## config.mk

```make
export PLATFORM = sky130hd
export DESIGN_NAME = seg_scan_ctrl_flat
export DESIGN_NICKNAME = d
export VERILOG_FILES = /design/src/rtl/seg_scan_ctrl_if.sv /design/src/rtl/seg_scan_ctrl.sv /design/src/flat_wrapper.sv
export SDC_FILE = /design/constraint.sdc
export NUM_CORES = 1
export LEC_CHECK = 0
export BUFFER_PORTS_ARGS = -buffer_cell sky130_fd_sc_hd__buf_2
export CORE_MARGIN = 2
export CORE_UTILIZATION = 34
export CTS_CLUSTER_DIAMETER = 40
export CTS_CLUSTER_SIZE = 28
export DETAILED_ROUTE_END_ITERATION = 6
export PLACE_DENSITY = 0.56
export SLEW_MARGIN = 20
export SYNTH_ARGS = -nofsm -noshare
export SYNTH_HDL_FRONTEND = slang
export SYNTH_SLANG_ARGS = --single-unit
```

## constraint.sdc

```tcl
create_clock -name clk -period 2 [get_ports clk]
set_clock_uncertainty 0.05 [all_clocks]
set_input_delay 0 -clock clk [delete_from_list [all_inputs] [get_ports clk]]
set_output_delay 0 -clock clk [all_outputs]
set_load 0.01 [all_outputs]
```

## src/rtl/seg_scan_ctrl_if.sv

```systemverilog
// seg_scan_ctrl_if: register I/O port bundle for seg_scan_ctrl.
// The master drives address/strobe/data; the slave returns combinational read data.
interface seg_scan_ctrl_if;
  logic [3:0]  io_addr;
  logic        io_write_en;
  logic [31:0] io_write_data;
  logic [31:0] io_read_data;

  modport master (
    output io_addr,
    output io_write_en,
    output io_write_data,
    input  io_read_data
  );

  modport slave (
    input  io_addr,
    input  io_write_en,
    input  io_write_data,
    output io_read_data
  );
endinterface

```

## src/rtl/seg_scan_ctrl.sv

```systemverilog
// seg_scan_ctrl: 4-digit multiplexed 7-segment scan controller.
// Registers: 0xC DATA (shadow digits), 0xD CTRL {P, MASK}, 0xE STAT (read-only).
// Each digit slot is a 16-cycle blank followed by a dwell of 2^(min(P,11)+4) cycles.
// A new frame's digits are committed from shadow on entry to digit 0's dwell.
// Optional macro HEX_DECODE_EN: full hex glyphs; otherwise only nibble bit 0 is shown.
module seg_scan_ctrl (
  input  logic           clk,
  input  logic           reset,
  seg_scan_ctrl_if.slave io,
  output logic [3:0]     AN,
  output logic [6:0]     LED
);

  localparam logic [1:0]  IDLE  = 2'd0;
  localparam logic [1:0]  BLANK = 2'd1;
  localparam logic [1:0]  DWELL = 2'd2;

  localparam logic [3:0]  ADDR_DATA = 4'hC;
  localparam logic [3:0]  ADDR_CTRL = 4'hD;
  localparam logic [3:0]  ADDR_STAT = 4'hE;

  localparam logic [15:0] BLANK_LAST = 16'd15;
  localparam logic [3:0]  P_MAX      = 4'd11;
  localparam logic [3:0]  P_RESET    = 4'd10;
  localparam logic [3:0]  AN_OFF     = 4'b1111;
  localparam logic [6:0]  LED_OFF    = 7'h7F;

  logic [15:0] shadow_q, shadow_d;
  logic [15:0] active_q, active_d;
  logic [3:0]  mask_q, mask_d;
  logic [3:0]  p_q, p_d;
  logic [3:0]  p_lat_q, p_lat_d;
  logic [1:0]  state_q, state_d;
  logic [1:0]  idx_q, idx_d;
  logic [15:0] blank_cnt_q, blank_cnt_d;
  logic [15:0] dwell_cnt_q, dwell_cnt_d;
  logic        frame_toggle_q, frame_toggle_d;
  logic [3:0]  an_q, an_d;
  logic [6:0]  led_q, led_d;

  logic [3:0]  p_eff;
  logic [15:0] dwell_last;
  logic [3:0]  nib;
  logic [6:0]  glyph;

  logic unused_wdata_hi;
  assign unused_wdata_hi = ^io.io_write_data[31:16];

  // Register file writes; only DATA and CTRL are writable.
  always_comb begin
    shadow_d = shadow_q;
    mask_d   = mask_q;
    p_d      = p_q;
    if (io.io_write_en) begin
      case (io.io_addr)
        ADDR_DATA: shadow_d = io.io_write_data[15:0];
        ADDR_CTRL: begin
          mask_d = io.io_write_data[3:0];
          p_d    = io.io_write_data[7:4];
        end
        default: ;
      endcase
    end
  end

  // Combinational readback of the register map.
  always_comb begin
    case (io.io_addr)
      ADDR_DATA: io.io_read_data = {16'd0, shadow_q};
      ADDR_CTRL: io.io_read_data = {24'd0, p_q, mask_q};
      ADDR_STAT: io.io_read_data = {27'd0, state_q, idx_q, frame_toggle_q};
      default:   io.io_read_data = '0;
    endcase
  end

  // Dwell terminal count from the P value latched at dwell entry, clamped to 11.
  always_comb begin
    p_eff      = (p_lat_q > P_MAX) ? P_MAX : p_lat_q;
    dwell_last = (16'd1 << (p_eff + 4'd4)) - 16'd1;
  end

  // Scan sequencing; an all-zero MASK forces IDLE from any state.
  // Counters default to 0 so that every state entry starts them from zero.
  always_comb begin
    state_d        = state_q;
    idx_d          = idx_q;
    blank_cnt_d    = '0;
    dwell_cnt_d    = '0;
    active_d       = active_q;
    frame_toggle_d = frame_toggle_q;
    p_lat_d        = p_lat_q;
    if (mask_q == '0) begin
      state_d = IDLE;
    end else begin
      case (state_q)
        IDLE: begin
          state_d = BLANK;
          idx_d   = '0;
        end
        BLANK: begin
          if (blank_cnt_q == BLANK_LAST) begin
            state_d = DWELL;
            p_lat_d = p_q;
            if (idx_q == 2'd0) begin
              active_d       = shadow_q;
              frame_toggle_d = ~frame_toggle_q;
            end
          end else begin
            blank_cnt_d = blank_cnt_q + 16'd1;
          end
        end
        DWELL: begin
          if (dwell_cnt_q == dwell_last) begin
            state_d = BLANK;
            idx_d   = idx_q + 2'd1;
          end else begin
            dwell_cnt_d = dwell_cnt_q + 16'd1;
          end
        end
        default: state_d = IDLE;
      endcase
    end
  end

  // Segment glyph for the digit currently addressed by idx.
  always_comb begin
    nib = active_q[{idx_q, 2'b00} +: 4];
`ifdef HEX_DECODE_EN
    case (nib)
      4'h0: glyph = 7'h40;
      4'h1: glyph = 7'h79;
      4'h2: glyph = 7'h24;
      4'h3: glyph = 7'h30;
      4'h4: glyph = 7'h19;
      4'h5: glyph = 7'h12;
      4'h6: glyph = 7'h02;
      4'h7: glyph = 7'h78;
      4'h8: glyph = 7'h00;
      4'h9: glyph = 7'h10;
      4'hA: glyph = 7'h08;
      4'hB: glyph = 7'h03;
      4'hC: glyph = 7'h46;
      4'hD: glyph = 7'h21;
      4'hE: glyph = 7'h06;
      default: glyph = 7'h0E;
    endcase
`else
    glyph = nib[0] ? 7'h79 : 7'h40;
`endif
  end

`ifndef HEX_DECODE_EN
  logic unused_nib_hi;
  assign unused_nib_hi = ^nib[3:1];
`endif

  // Output drive: light one digit only while dwelling on an enabled slot.
  always_comb begin
    an_d  = AN_OFF;
    led_d = LED_OFF;
    if (state_q == DWELL && mask_q[idx_q]) begin
      an_d  = ~(4'b0001 << idx_q);
      led_d = glyph;
    end
  end

  // State registers; reset overrides any simultaneous I/O write.
  always_ff @(posedge clk) begin
    if (reset) begin
      shadow_q       <= '0;
      active_q       <= '0;
      mask_q         <= '1;
      p_q            <= P_RESET;
      p_lat_q        <= P_RESET;
      state_q        <= BLANK;
      idx_q          <= '0;
      blank_cnt_q    <= '0;
      dwell_cnt_q    <= '0;
      frame_toggle_q <= 1'b0;
      an_q           <= AN_OFF;
      led_q          <= LED_OFF;
    end else begin
      shadow_q       <= shadow_d;
      active_q       <= active_d;
      mask_q         <= mask_d;
      p_q            <= p_d;
      p_lat_q        <= p_lat_d;
      state_q        <= state_d;
      idx_q          <= idx_d;
      blank_cnt_q    <= blank_cnt_d;
      dwell_cnt_q    <= dwell_cnt_d;
      frame_toggle_q <= frame_toggle_d;
      an_q           <= an_d;
      led_q          <= led_d;
    end
  end

  assign AN  = an_q;
  assign LED = led_q;

endmodule

```

## src/flat_wrapper.sv

```systemverilog
// flat-port wrapper written by rule: the top's interface ports become plain ports
module seg_scan_ctrl_flat 
  (clk, reset, AN, LED, io_io_addr, io_io_write_en, io_io_write_data, io_io_read_data);
  seg_scan_ctrl_if io_i ();
  input  logic clk;
  input  logic reset;
  output logic [3:0] AN;
  output logic [6:0] LED;
  input wire logic [$bits(io_i.io_addr)-1:0] io_io_addr;
  input wire logic [$bits(io_i.io_write_en)-1:0] io_io_write_en;
  input wire logic [$bits(io_i.io_write_data)-1:0] io_io_write_data;
  output wire logic [$bits(io_i.io_read_data)-1:0] io_io_read_data;
  assign io_i.io_addr = io_io_addr;
  assign io_i.io_write_en = io_io_write_en;
  assign io_i.io_write_data = io_io_write_data;
  assign io_io_read_data = io_i.io_read_data;
  seg_scan_ctrl u_core (.clk(clk), .reset(reset), .io(io_i), .AN(AN), .LED(LED));
endmodule
```

==> impl_results.md, run 1 <==
* Outcome: finished, final reports clean
* Final count of negative-setup-slack endpoints at 0
* Worst Max-Slew Pin Slew at 0.651 ns
* Final setup TNS at 0 ns
* Weighted congestion reported at the end of routability-driven placement at 0.767
* Post-route worst setup slack at 0.114 ns
* Total number of vias at 3118
* Pins Over Slew Limit at 0
* Critical path buffers and inverters at 1
* Wire length of the first global-routing pass at 13.9 mm
* Synthesis-to-layout area growth at 22.5%
* Total routed wirelength at 8.18 mm
* RSZ-0062 raised after global routing: false
* Initial antenna violation count at 0
* Final routed wire length divided by cell count at 12.5 um
* Skew-Pair Late Insertion Delay at 0.35 ns
* Die Height at 108 um
* Total standard cell area after synthesis at 3680 um^2
* Max transition margin at 0.565
* Pin count of the biggest net entering global routing at 28
* Worst Path Max Fanout at 16
* Time the final worst path needs with I/O delays and setup at 1.89 ns
* Final Core Density at 0.422
* Sequential element share of the synthesized area at 0.407
* First-pass DRT Iterations at 4
* Instance count on the critical path at 7
* Peak supply drop at 343 uV
* Fin cells at 652
* Max-cap violation count at 0
* Number of buffers on the longest clock path at 2
* Number of violations reported at the end of detailed-routing iteration 0 at 145
* Number of global-route vias before repair at 2956
* Remaining antenna violation count at 0
* Number of cells traversed by the worst hold path at 4
* Number of CTS-inserted buffers at 9
* Number of placement rows at 38
* Cell variety after synth at 55
* Longest individual stage delay on the worst path at 0.39 ns
* Placed cell count at 620
* Port Buffer Count at 48
* Width of the chip at 108 um
* Arr. time, crit path at 2.08 ns
* Sequential cell area at 1510 um^2
* Static power due to leakage at 1.83 nW
* Total DRC errors in the routed layout at 0
* Clock transition at the registers of the reported paths at 0.07 ns
* Detailed Place HPWL at 5.85 mm
* Final hold viol count at 0
* Worst hold margin at 0.108 ns
* Number of synthesized register bits at 75
* Fraction of layout instances using a drive strength above 1 at 0.207
* Area inside the core boundary at 10700 um^2
* Clock tree root buffer cell: sky130_fd_sc_hd__clkbuf_8
* Proportion of register bits with asynchronous set or reset after synthesis at 0
* Multi-input logic area at 1950 um^2
* Sink Count at 75
* Overflow left after global routing at 0
* Setup crit start kind: flip-flop
* Gate count after technology mapping at 430
* DP Worst Slack at 0.00815 ns
* Final worst path period share at 0.943
* Starting utilization of the core area at 0.344
* Top FF cell, synth: sky130_fd_sc_hd__dfxtp_1
* Number of fillers in the final layout at 1091
* Endpoint class of the critical path: flip-flop
* Tightest Hold Check Type: input port to flip-flop
* Per-instance average area after synthesis at 8.57 um^2
* Number of diodes at 0
* Worst reg-to-reg path cell count at 7
* H-Tree Level Count at 3
* I/O pin total at 82
* Data required, critical path at 2.19 ns
* Number of enable flip-flop cells after synthesis at 0
* Total die area at 11700 um^2
* Total number of yosys warnings at 0
* Upper clock frequency limit at 530 MHz
* Total routing usage reported by global routing at 0.149
* Kind of cell adding the most delay to the critical path: compound AO/OA/AOI/OAI gates
* Number of nets in the finished design at 554
* Critical path class: flip-flop to flip-flop
* Cells along the critical path: o31a_1, o21ai_0, xnor2_1, nor3_4, a21bo_2, buf_12, nor2_1
* Total power density per cell area at 653 nW/um^2
* Ratio of routed vias to standard cells at 4.78
* CTS tree: yes
* Slowest stage cell on the critical path: sky130_fd_sc_hd__dfxtp_4
[metal layers]
metal  vias up  share of wire  global-route usage
met5         -              0                   0
met4         0         0.0092              0.0366
met3         8          0.045              0.0458
met2        58           0.47               0.231
met1      1471           0.47               0.204
li1       1581              -                   -
[power by group]
group	internal, W	switching (W)	total, W
Clock	0.000725	0.000544	0.00127
Combinational	0.0000776	0.0000926	0.000170
Sequential	0.00150	0.00000818	0.00151
Total	0.00231	0.000645	0.00295
[registers in the layout (all words and copies together), names as in the netlist, 4 cells and up]
signal and cells:
u_core.active_q 4, u_core.p_q 4, u_core.p_lat_q 4, u_core.shadow_q 16, u_core.blank_cnt_q 16, u_core.dwell_cnt_q 16
u_core.mask_q 4, u_core.AN 4
[repair_timing]
item / 4_1_cts / 5_1_grt
setup buffers: 0 / 0
gates resized for setup: 1 / 8
endpoints found under the hold margin: 26 / 0
hold buffers: 17 / 0
setup endpoints to repair: 15 / 23
pin swaps: 0 / 0
[cell usage in the layout (no fill, tap or decap), types with 3 or more instances in the layout]
| cell | instances |
|---|---|
| sky130_fd_sc_hd__nor2b_1 | 4 |
| sky130_fd_sc_hd__buf_2 | 48 |
| sky130_fd_sc_hd__a21oi_1 | 24 |
| sky130_fd_sc_hd__mux2i_1 | 4 |
| sky130_fd_sc_hd__conb_1 | 19 |
| sky130_fd_sc_hd__ha_1 | 7 |
| sky130_fd_sc_hd__xor2_1 | 20 |
| sky130_fd_sc_hd__nor3b_1 | 3 |
| sky130_fd_sc_hd__nand4_1 | 9 |
| sky130_fd_sc_hd__xnor2_1 | 17 |
| sky130_fd_sc_hd__a22o_1 | 3 |
| sky130_fd_sc_hd__clkbuf_8 | 10 |
| sky130_fd_sc_hd__a222oi_1 | 5 |
| sky130_fd_sc_hd__nor3_1 | 4 |
| sky130_fd_sc_hd__and3_1 | 12 |
| sky130_fd_sc_hd__and2_1 | 10 |
| sky130_fd_sc_hd__o21a_1 | 3 |
| sky130_fd_sc_hd__buf_4 | 23 |
| sky130_fd_sc_hd__dlygate4sd3_1 | 17 |
| sky130_fd_sc_hd__dfxtp_1 | 72 |
| sky130_fd_sc_hd__nand2_1 | 69 |
| sky130_fd_sc_hd__nor4_1 | 6 |
| sky130_fd_sc_hd__nand3_1 | 20 |
| sky130_fd_sc_hd__nor2_1 | 42 |
| sky130_fd_sc_hd__o21ai_0 | 4 |
| sky130_fd_sc_hd__inv_1 | 13 |
[stage by stage]
step | area (um^2) | total power, W
global placement | 4110 | 0.00169
global route | 4520 | 0.00308
floorplan | 3750 | 0.00166
detailed placement | 4110 | 0.00169
CTS | 4490 | 0.00300
finish | 4520 | 0.00295
[final timing paths]
kind | startpoint | end | slack [ns]
setup reg to reg | u_core.p_lat_q[1] | u_core.dwell_cnt_q[5] | 0.11
hold reg to reg | u_core.blank_cnt_q[0] | u_core.blank_cnt_q[0] | 0.38
hold / removal | io_io_write_en | u_core.p_q[0] | 0.11
setup / recovery | u_core.p_lat_q[1] | u_core.dwell_cnt_q[5] | 0.11
[layout make-up]
cell class              count  area share
multi-input cells         319       0.431
flip-flops and latches     75       0.334
repair buffers             90       0.138
well taps                 140      0.0388
clock buffers              10      0.0305
clock inverters             5      0.0172
inverters                  13      0.0108
[synth_stat cells (4+ instances only)]
cell type                  count  area share
sky130_fd_sc_hd__a21oi_1      24       0.033
sky130_fd_sc_hd__a222oi_1      5       0.014
sky130_fd_sc_hd__and2_1       10       0.017
sky130_fd_sc_hd__and3_1       12       0.020
sky130_fd_sc_hd__buf_4        22       0.045
sky130_fd_sc_hd__clkbuf_1     11       0.011
sky130_fd_sc_hd__dfxtp_1      75        0.41
sky130_fd_sc_hd__ha_1          7       0.024
sky130_fd_sc_hd__inv_1        13       0.013
sky130_fd_sc_hd__mux2i_1       4       0.011
sky130_fd_sc_hd__nand2_1      69       0.070
sky130_fd_sc_hd__nand3_1      20       0.027
sky130_fd_sc_hd__nand4_1       9       0.015
sky130_fd_sc_hd__nor2_1       42       0.043
sky130_fd_sc_hd__nor2b_1       4      0.0068
sky130_fd_sc_hd__nor3_1        4      0.0054
sky130_fd_sc_hd__nor4_1        6       0.010
sky130_fd_sc_hd__o21ai_0       5      0.0068
sky130_fd_sc_hd__xnor2_1      17       0.040
sky130_fd_sc_hd__xor2_1       20       0.048
[tightest hold or removal path: stages]
cell                      delay [ns]
sky130_fd_sc_hd__buf_2          0.10
sky130_fd_sc_hd__nand2_1        0.18
sky130_fd_sc_hd__nand2_1        0.12
sky130_fd_sc_hd__a21oi_1        0.05
[cell families after synthesis]
kind of cell             synth area share
AO/OA/AOI/OAI                       0.101
multiplexers                       0.0231
buffers and inverters              0.0866
AND/OR/NAND/NOR                     0.269
XOR/XNOR                           0.0879
adder cells (fa/ha/maj)            0.0238
flip-flops                          0.407
other                             0.00204
Power figures use the tool's default switching activity.
==> inputs of run 2 (changes only) <==
Settings changed: MAX_ROUTING_LAYER set to met4, PLACE_DENSITY 0.56 to 0.54.
Clock period 2 ns to 2.08 ns, I/O delays scaled along.
==> run 2 against run 1 <==
Net effect:
- critical path depth increased by 1
- critical path type unchanged
- via count decreased by 3.1%
- highest routed layer unchanged
- die area unchanged
==> impl_results.md, run 2 (synthesized netlist as in run 1, its figures left out) <==
* Outcome: finished, final reports clean
* Post-placement cell area at 4010 um^2 (-2.4%)
* First-pass DRT Iterations at 5 (+1)
* Total die area at 11700 um^2 (unchanged)
* Registers with the most flip-flops: u_core.blank_cnt_q: 16 flops, u_core.dwell_cnt_q: 16 flops, u_core.shadow_q: 16 flops
* Die Height at 108 um (unchanged)
* Detailed Place HPWL at 5.67 mm (-3.0%)
* H-Tree Level Count at 3 (unchanged)
* Start point of the critical path: u_core.p_lat_q[3]
* Arr. time, crit path at 2.17 ns (+0.09 ns)
* Number of placement rows at 38 (unchanged)
* Number of global-route vias before repair at 2853 (-3.5%)
* Clock tree root buffer cell: sky130_fd_sc_hd__clkbuf_8
* Commonest cells after routing, fill and taps aside: sky130_fd_sc_hd__dfxtp_1, sky130_fd_sc_hd__nand2_1, sky130_fd_sc_hd__buf_2, sky130_fd_sc_hd__nor2_1, sky130_fd_sc_hd__a21oi_1
* Hold_sp: io_io_write_en
* Upper clock frequency limit at 504 MHz (-4.9%)
* Final setup TNS at 0 ns (unchanged)
* Data required, critical path at 2.27 ns (+0.08 ns)
* Worst Path Max Fanout at 16 (unchanged)
* Max-cap violation count at 0 (unchanged)
* Total routing usage reported by global routing at 0.148 (-0.00137)
* Port Buffer Count at 48 (unchanged)
* Number of buffers on the longest clock path at 2 (unchanged)
* Endpoint class of the critical path: flip-flop
* Sw power at 0.000630 W (-2.2%)
* Wire length of the first global-routing pass at 13.4 mm (-3.6%)
* Pin count of the biggest net entering global routing at 32 (+14%)
* Switching share of power at 0.212 (-0.00656)
* Area inside the core boundary at 10700 um^2 (unchanged)
* Post-Layout Inst Area at 4430 um^2 (-1.8%)
* Number of fillers in the final layout at 1128 (+3.4%)
* Most common library cell in the layout ignoring fill and taps: sky130_fd_sc_hd__dfxtp_1
* Clock transition at the registers of the reported paths at 0.08 ns (about the same)
* Worst Max-Slew Pin Slew at 0.677 ns (+0.0253 ns)
* Max transition margin at 0.548 (-0.0169)
* Int Pwr at 0.00234 W (+1.6%)
* Multi-input logic area at 1930 um^2 (-0.64%)
* Number of violations reported at the end of detailed-routing iteration 0 at 155 (+6.9%)
* Initial antenna violation count at 0 (unchanged)
* I/O pin total at 82 (unchanged)
* Ratio of routed vias to standard cells at 4.71 (-1.4%)
* Worst hold margin at 0.121 ns (+0.0123 ns)
* Total number of vias at 3021 (-3.1%)
* Final Core Density at 0.414 (-0.00772)
* Comb pwr share at 0.053 (-0.005)
* Starting utilization of the core area at 0.344 (unchanged)
* Width of the chip at 108 um (unchanged)
* Beginning of the worst register-to-register path: u_core.p_lat_q[3]
* Total DRC errors in the routed layout at 0 (unchanged)
* Pins Over Slew Limit at 0 (unchanged)
* Weighted congestion reported at the end of routability-driven placement at 0.803 (+4.6%)
* Static power due to leakage at 1.77 nW (-2.8%)
* Time the final worst path needs with I/O delays and setup at 1.98 ns (+0.0973 ns)
* Total Power Consumption at 0.00297 W (+0.80%)
* CTS tree: yes
* Overflow left after global routing at 0 (unchanged)
* Fraction of layout instances using a drive strength above 1 at 0.184 (-0.0234)
* Tightest Hold Check Type: input port to flip-flop
* Sequential cell area at 1500 um^2 (-0.25%)
* Sink Count at 75 (unchanged)
* Final routed wire length divided by cell count at 12.7 um (+1.6%)
* Final hold viol count at 0 (unchanged)
* Setup crit start kind: flip-flop
* Remaining antenna violation count at 0 (unchanged)
* Final count of negative-setup-slack endpoints at 0 (unchanged)
* Total routed wirelength at 8.17 mm (-0.15%)
* Skew-Pair Late Insertion Delay at 0.34 ns (about the same)
* Peak supply drop at 368 uV (+7.4%)
* Number of CTS-inserted buffers at 9 (unchanged)
* Number of diodes at 0 (unchanged)
* Critical path class: flip-flop to flip-flop
* Total power density per cell area at 671 nW/um^2 (+2.7%)
* Clock network fraction of total power at 0.457 (+0.027)
* Final worst path period share at 0.954 (+0.0105)
* Number of nets in the finished design at 542 (-2.2%)
* Synthesis-to-layout area growth at 20.3%
* Seq pwr share at 0.489 (-0.023)
## run 2: worst paths after layout
check,endpoint,slack (ns),cells after the start
setup / recovery,u_core.dwell_cnt_q[12],0.1,8
hold / removal,u_core.p_q[2],0.12,4
setup reg to reg,u_core.dwell_cnt_q[12],0.1,8
hold reg to reg,u_core.blank_cnt_q[0],0.40,1
## run 2: area by class of cell
| cell class | instances | share of cell area |
|---|---|---|
| clock inverters | 5 | 0.0226 |
| well taps | 140 | 0.0395 |
| repair buffers | 78 | 0.120 |
| flip-flops and latches | 75 | 0.339 |
| inverters | 13 | 0.0110 |
| multi-input cells | 319 | 0.436 |
| clock buffers | 11 | 0.0319 |
## run 2: stage by stage
stage / std cells / worst slack (ns)
2_1_floorplan: 447 / 0.153
4_1_cts: 639 / 0.0130
3_5_place_dp: 607 / 0.0267
6_report: 641 / 0.0966
5_1_grt: 641 / -0.0174
3_3_place_gp: 607 / 0.0527
## run 2: what timing repair did
item / CTS / global route
hold buffers: 16 / 0
setup endpoints to repair: 0 / 19
setup buffers: 0 / 2
resized for setup: 0 / 4
hold endpoints to repair: 24 / 0
## run 2: critical path: stages (launching register included)
cell and delay [ns]:
sky130_fd_sc_hd__dfxtp_1 0.34, sky130_fd_sc_hd__buf_12 0.15, sky130_fd_sc_hd__o21a_1 0.16, sky130_fd_sc_hd__a211oi_1 0.29, sky130_fd_sc_hd__xnor2_1 0.16, sky130_fd_sc_hd__nor3_4 0.29
sky130_fd_sc_hd__a21bo_1 0.22, sky130_fd_sc_hd__buf_12 0.16, sky130_fd_sc_hd__nor2_1 0.05
## run 2: layer usage
layer / up-vias / routed length (um) / global-route usage
met5: - / 0 / -
met1: 1398 / 3990 / 0.193
met4: 0 / 112 / 0.0522
met3: 11 / 316 / 0.0319
li1: 1556 / - / -
met2: 56 / 3740 / 0.227
## run 2: power groups by stage
stage                     Clock (W)  Sequential [W]  Combinational, W
after floorplan                   0         0.00149          0.000107
after global placement            0         0.00149          0.000127
after detailed placement          0         0.00149          0.000129
after CTS                   0.00140         0.00145          0.000152
after global routing        0.00145         0.00146          0.000177
final                       0.00136         0.00145          0.000159
==> inputs of run 3 (changes only) <==
Settings changed: BUFFER_PORTS_ARGS -buffer_cell sky130_fd_sc_hd__buf_2 to -buffer_cell sky130_fd_sc_hd__buf_4.
==> run 3 against run 2 <==
Net effect:
- die area unchanged
- global-route usage is 0.33 points higher
- register-to-register slack better by 0.04 ns
- via count rose by 2.4%
- core utilization up 1.3 points
- wire length up 0.94%
- critical endpoint is now u_core.idx_q[1]
- sequential share of layout area is 0.95 points lower
- clock-buffer cell count grew 1
- clock power decreased by 15%
- critical path depth unchanged
- non-clock buffer count grew 6
==> impl_results.md, run 3 (synthesized netlist as in run 1, its figures left out) <==
* Outcome: finished, final reports clean
* Number of global-route vias before repair at 2919 (+2.3%)
* Sw power at 0.000630 W (about the same)
* Pin count of the biggest net entering global routing at 32 (unchanged)
* Die Height at 108 um (unchanged)
* Total routed wirelength at 8.24 mm (+0.94%)
* Initial antenna violation count at 0 (unchanged)
* CTS tree: yes
* Max transition margin at 0.532 (-0.0158)
* Detailed Place HPWL at 5.79 mm (+2.1%)
* Final routed wire length divided by cell count at 12.8 um (+0.16%)
* Skew-Pair Late Insertion Delay at 0.35 ns (about the same)
* Worst Max-Slew Pin Slew at 0.695 ns (+0.0188 ns)
* Area inside the core boundary at 10700 um^2 (unchanged)
* Pins Over Slew Limit at 0 (unchanged)
* Upper clock frequency limit at 514 MHz (+2.0%)
* Remaining antenna violation count at 0 (unchanged)
* Final count of negative-setup-slack endpoints at 0 (unchanged)
* Seq pwr share at 0.523 (+0.034)
* Total number of vias at 3092 (+2.4%)
* Peak supply drop at 354 uV (-4.0%)
* Width of the chip at 108 um (unchanged)
* Ratio of routed vias to standard cells at 4.79 (+1.6%)
* Total routing usage reported by global routing at 0.151 (+0.00328)
* Int Pwr at 0.00215 W (-8.2%)
* Total DRC errors in the routed layout at 0 (unchanged)
* Synthesis-to-layout area growth at 24.0%
* H-Tree Level Count at 3 (unchanged)
* Number of fillers in the final layout at 1094 (-3.0%)
* Number of diodes at 0 (unchanged)
* Wire length of the first global-routing pass at 13.7 mm (+2.6%)
* Sink Count at 75 (unchanged)
* Fraction of layout instances using a drive strength above 1 at 0.188 (+0.00411)
* Comb pwr share at 0.063 (+0.010)
* Number of placement rows at 38 (unchanged)
* Total die area at 11700 um^2 (unchanged)
* Number of nets in the finished design at 548 (+1.1%)
* Data required, critical path at 2.27 ns (about the same)
* Switching share of power at 0.226 (+0.0145)
* Number of CTS-inserted buffers at 9 (unchanged)
* Registers with the most flip-flops: u_core.blank_cnt_q: 16 flops, u_core.dwell_cnt_q: 16 flops, u_core.shadow_q: 16 flops
* Time the final worst path needs with I/O delays and setup at 1.94 ns (-0.0387 ns)
* Worst hold margin at 0.0803 ns (-0.0404 ns)
* Port Buffer Count at 48 (unchanged)
* Tightest Hold Check Type: input port to flip-flop
* Final worst path period share at 0.935 (-0.0186)
* Final hold viol count at 0 (unchanged)
* RSZ-0062 raised after global routing: false
* Clock network fraction of total power at 0.414 (-0.043)
* Max-cap violation count at 0 (unchanged)
* Commonest cells after routing, fill and taps aside: sky130_fd_sc_hd__dfxtp_1, sky130_fd_sc_hd__nand2_1, sky130_fd_sc_hd__buf_4, sky130_fd_sc_hd__nor2_1, sky130_fd_sc_hd__a21oi_1
* I/O pin total at 82 (unchanged)
* Endpoint class of the critical path: flip-flop
* Total Power Consumption at 0.00278 W (-6.5%)
* Overflow left after global routing at 0 (unchanged)
* Setup crit start kind: flip-flop
* Static power due to leakage at 1.82 nW (+2.6%)
* Critical path class: flip-flop to flip-flop
* Number of buffers on the longest clock path at 2 (unchanged)
* Total power density per cell area at 609 nW/um^2 (-9.3%)
* Most common library cell in the layout ignoring fill and taps: sky130_fd_sc_hd__dfxtp_1
* First-pass DRT Iterations at 7 (+2)
* Clock tree root buffer cell: sky130_fd_sc_hd__clkbuf_8
* Worst Path Max Fanout at 6 (-10)
* Starting utilization of the core area at 0.344 (unchanged)
* Weighted congestion reported at the end of routability-driven placement at 0.797 (-0.74%)
* Arr. time, crit path at 2.14 ns (-0.03 ns)
* Number of violations reported at the end of detailed-routing iteration 0 at 193 (+25%)
* Clock transition at the registers of the reported paths at 0.07 ns (about the same)
-- run 3: what timing repair did --
action	in CTS	in global routing
pin swaps	0	2
setup buffers	0	1
endpoints found under the hold margin	31	0
hold buffers	22	0
endpoints found under the setup margin	17	19
resized for setup	1	8
gates cloned	0	0
-- run 3: area by class of cell --
class / count / area (um^2) / area share
clock inverter: 3 / 46.3 / 0.0101
multi-input combinational: 319 / 1940 / 0.424
tap: 140 / 175 / 0.0383
inverter: 13 / 48.8 / 0.0107
clock buffer: 12 / 155 / 0.0340
timing repair buffer: 84 / 698 / 0.153
sequential: 75 / 1510 / 0.330
-- run 3: metrics by stage --
stage | setup WS [ns] | TNS [ns] | std cells | util | instance area [um^2]
final | 0.135 | 0 | 646 | 0.427 | 4570
after global routing | 0.0133 | 0 | 646 | 0.427 | 4570
after CTS | 0.00643 | 0 | 645 | 0.425 | 4550
after detailed placement | -0.0230 | -0.301 | 608 | 0.385 | 4120
after global placement | 0.0466 | 0 | 608 | 0.385 | 4120
after floorplan | 0.153 | 0 | 447 | - | 3750
-- run 3: final timing paths --
kind,cells past startpoint,end,slack [ns],startpoint
max reg2reg,8,u_core.idx_q[1],0.14,u_core.p_lat_q[3]
min reg2reg,1,u_core.blank_cnt_q[0],0.40,u_core.blank_cnt_q[0]
min,4,u_core.p_q[2],0.08,io_io_write_en
max,8,u_core.idx_q[1],0.14,u_core.p_lat_q[3]
-- run 3: critical path, stage by stage (launching register included) --
cell	delay, ns
sky130_fd_sc_hd__dfxtp_2	0.37
sky130_fd_sc_hd__buf_4	0.17
sky130_fd_sc_hd__o21a_1	0.17
sky130_fd_sc_hd__a211oi_2	0.23
sky130_fd_sc_hd__xnor2_1	0.20
sky130_fd_sc_hd__nor3_4	0.09
sky130_fd_sc_hd__buf_4	0.14
sky130_fd_sc_hd__a41o_1	0.21
sky130_fd_sc_hd__a31o_2	0.20
-- run 3: power groups by stage --
stage | combinational, W | clock (W) | sequential [W]
6_report | 0.000175 | 0.00115 | 0.00145
5_1_grt | 0.000195 | 0.00124 | 0.00146
4_1_cts | 0.000171 | 0.00119 | 0.00145
3_5_place_dp | 0.000143 | 0 | 0.00149
3_3_place_gp | 0.000141 | 0 | 0.00149
2_1_floorplan | 0.000107 | 0 | 0.00149
-- run 3: metal layers --
layer | part of all wire | vias to the layer above | global-route usage
li1 | - | 1563 | -
met1 | 0.50 | 1458 | 0.207
met2 | 0.45 | 59 | 0.223
met3 | 0.035 | 12 | 0.0217
met4 | 0.017 | 0 | 0.0650
met5 | 0 | - | -
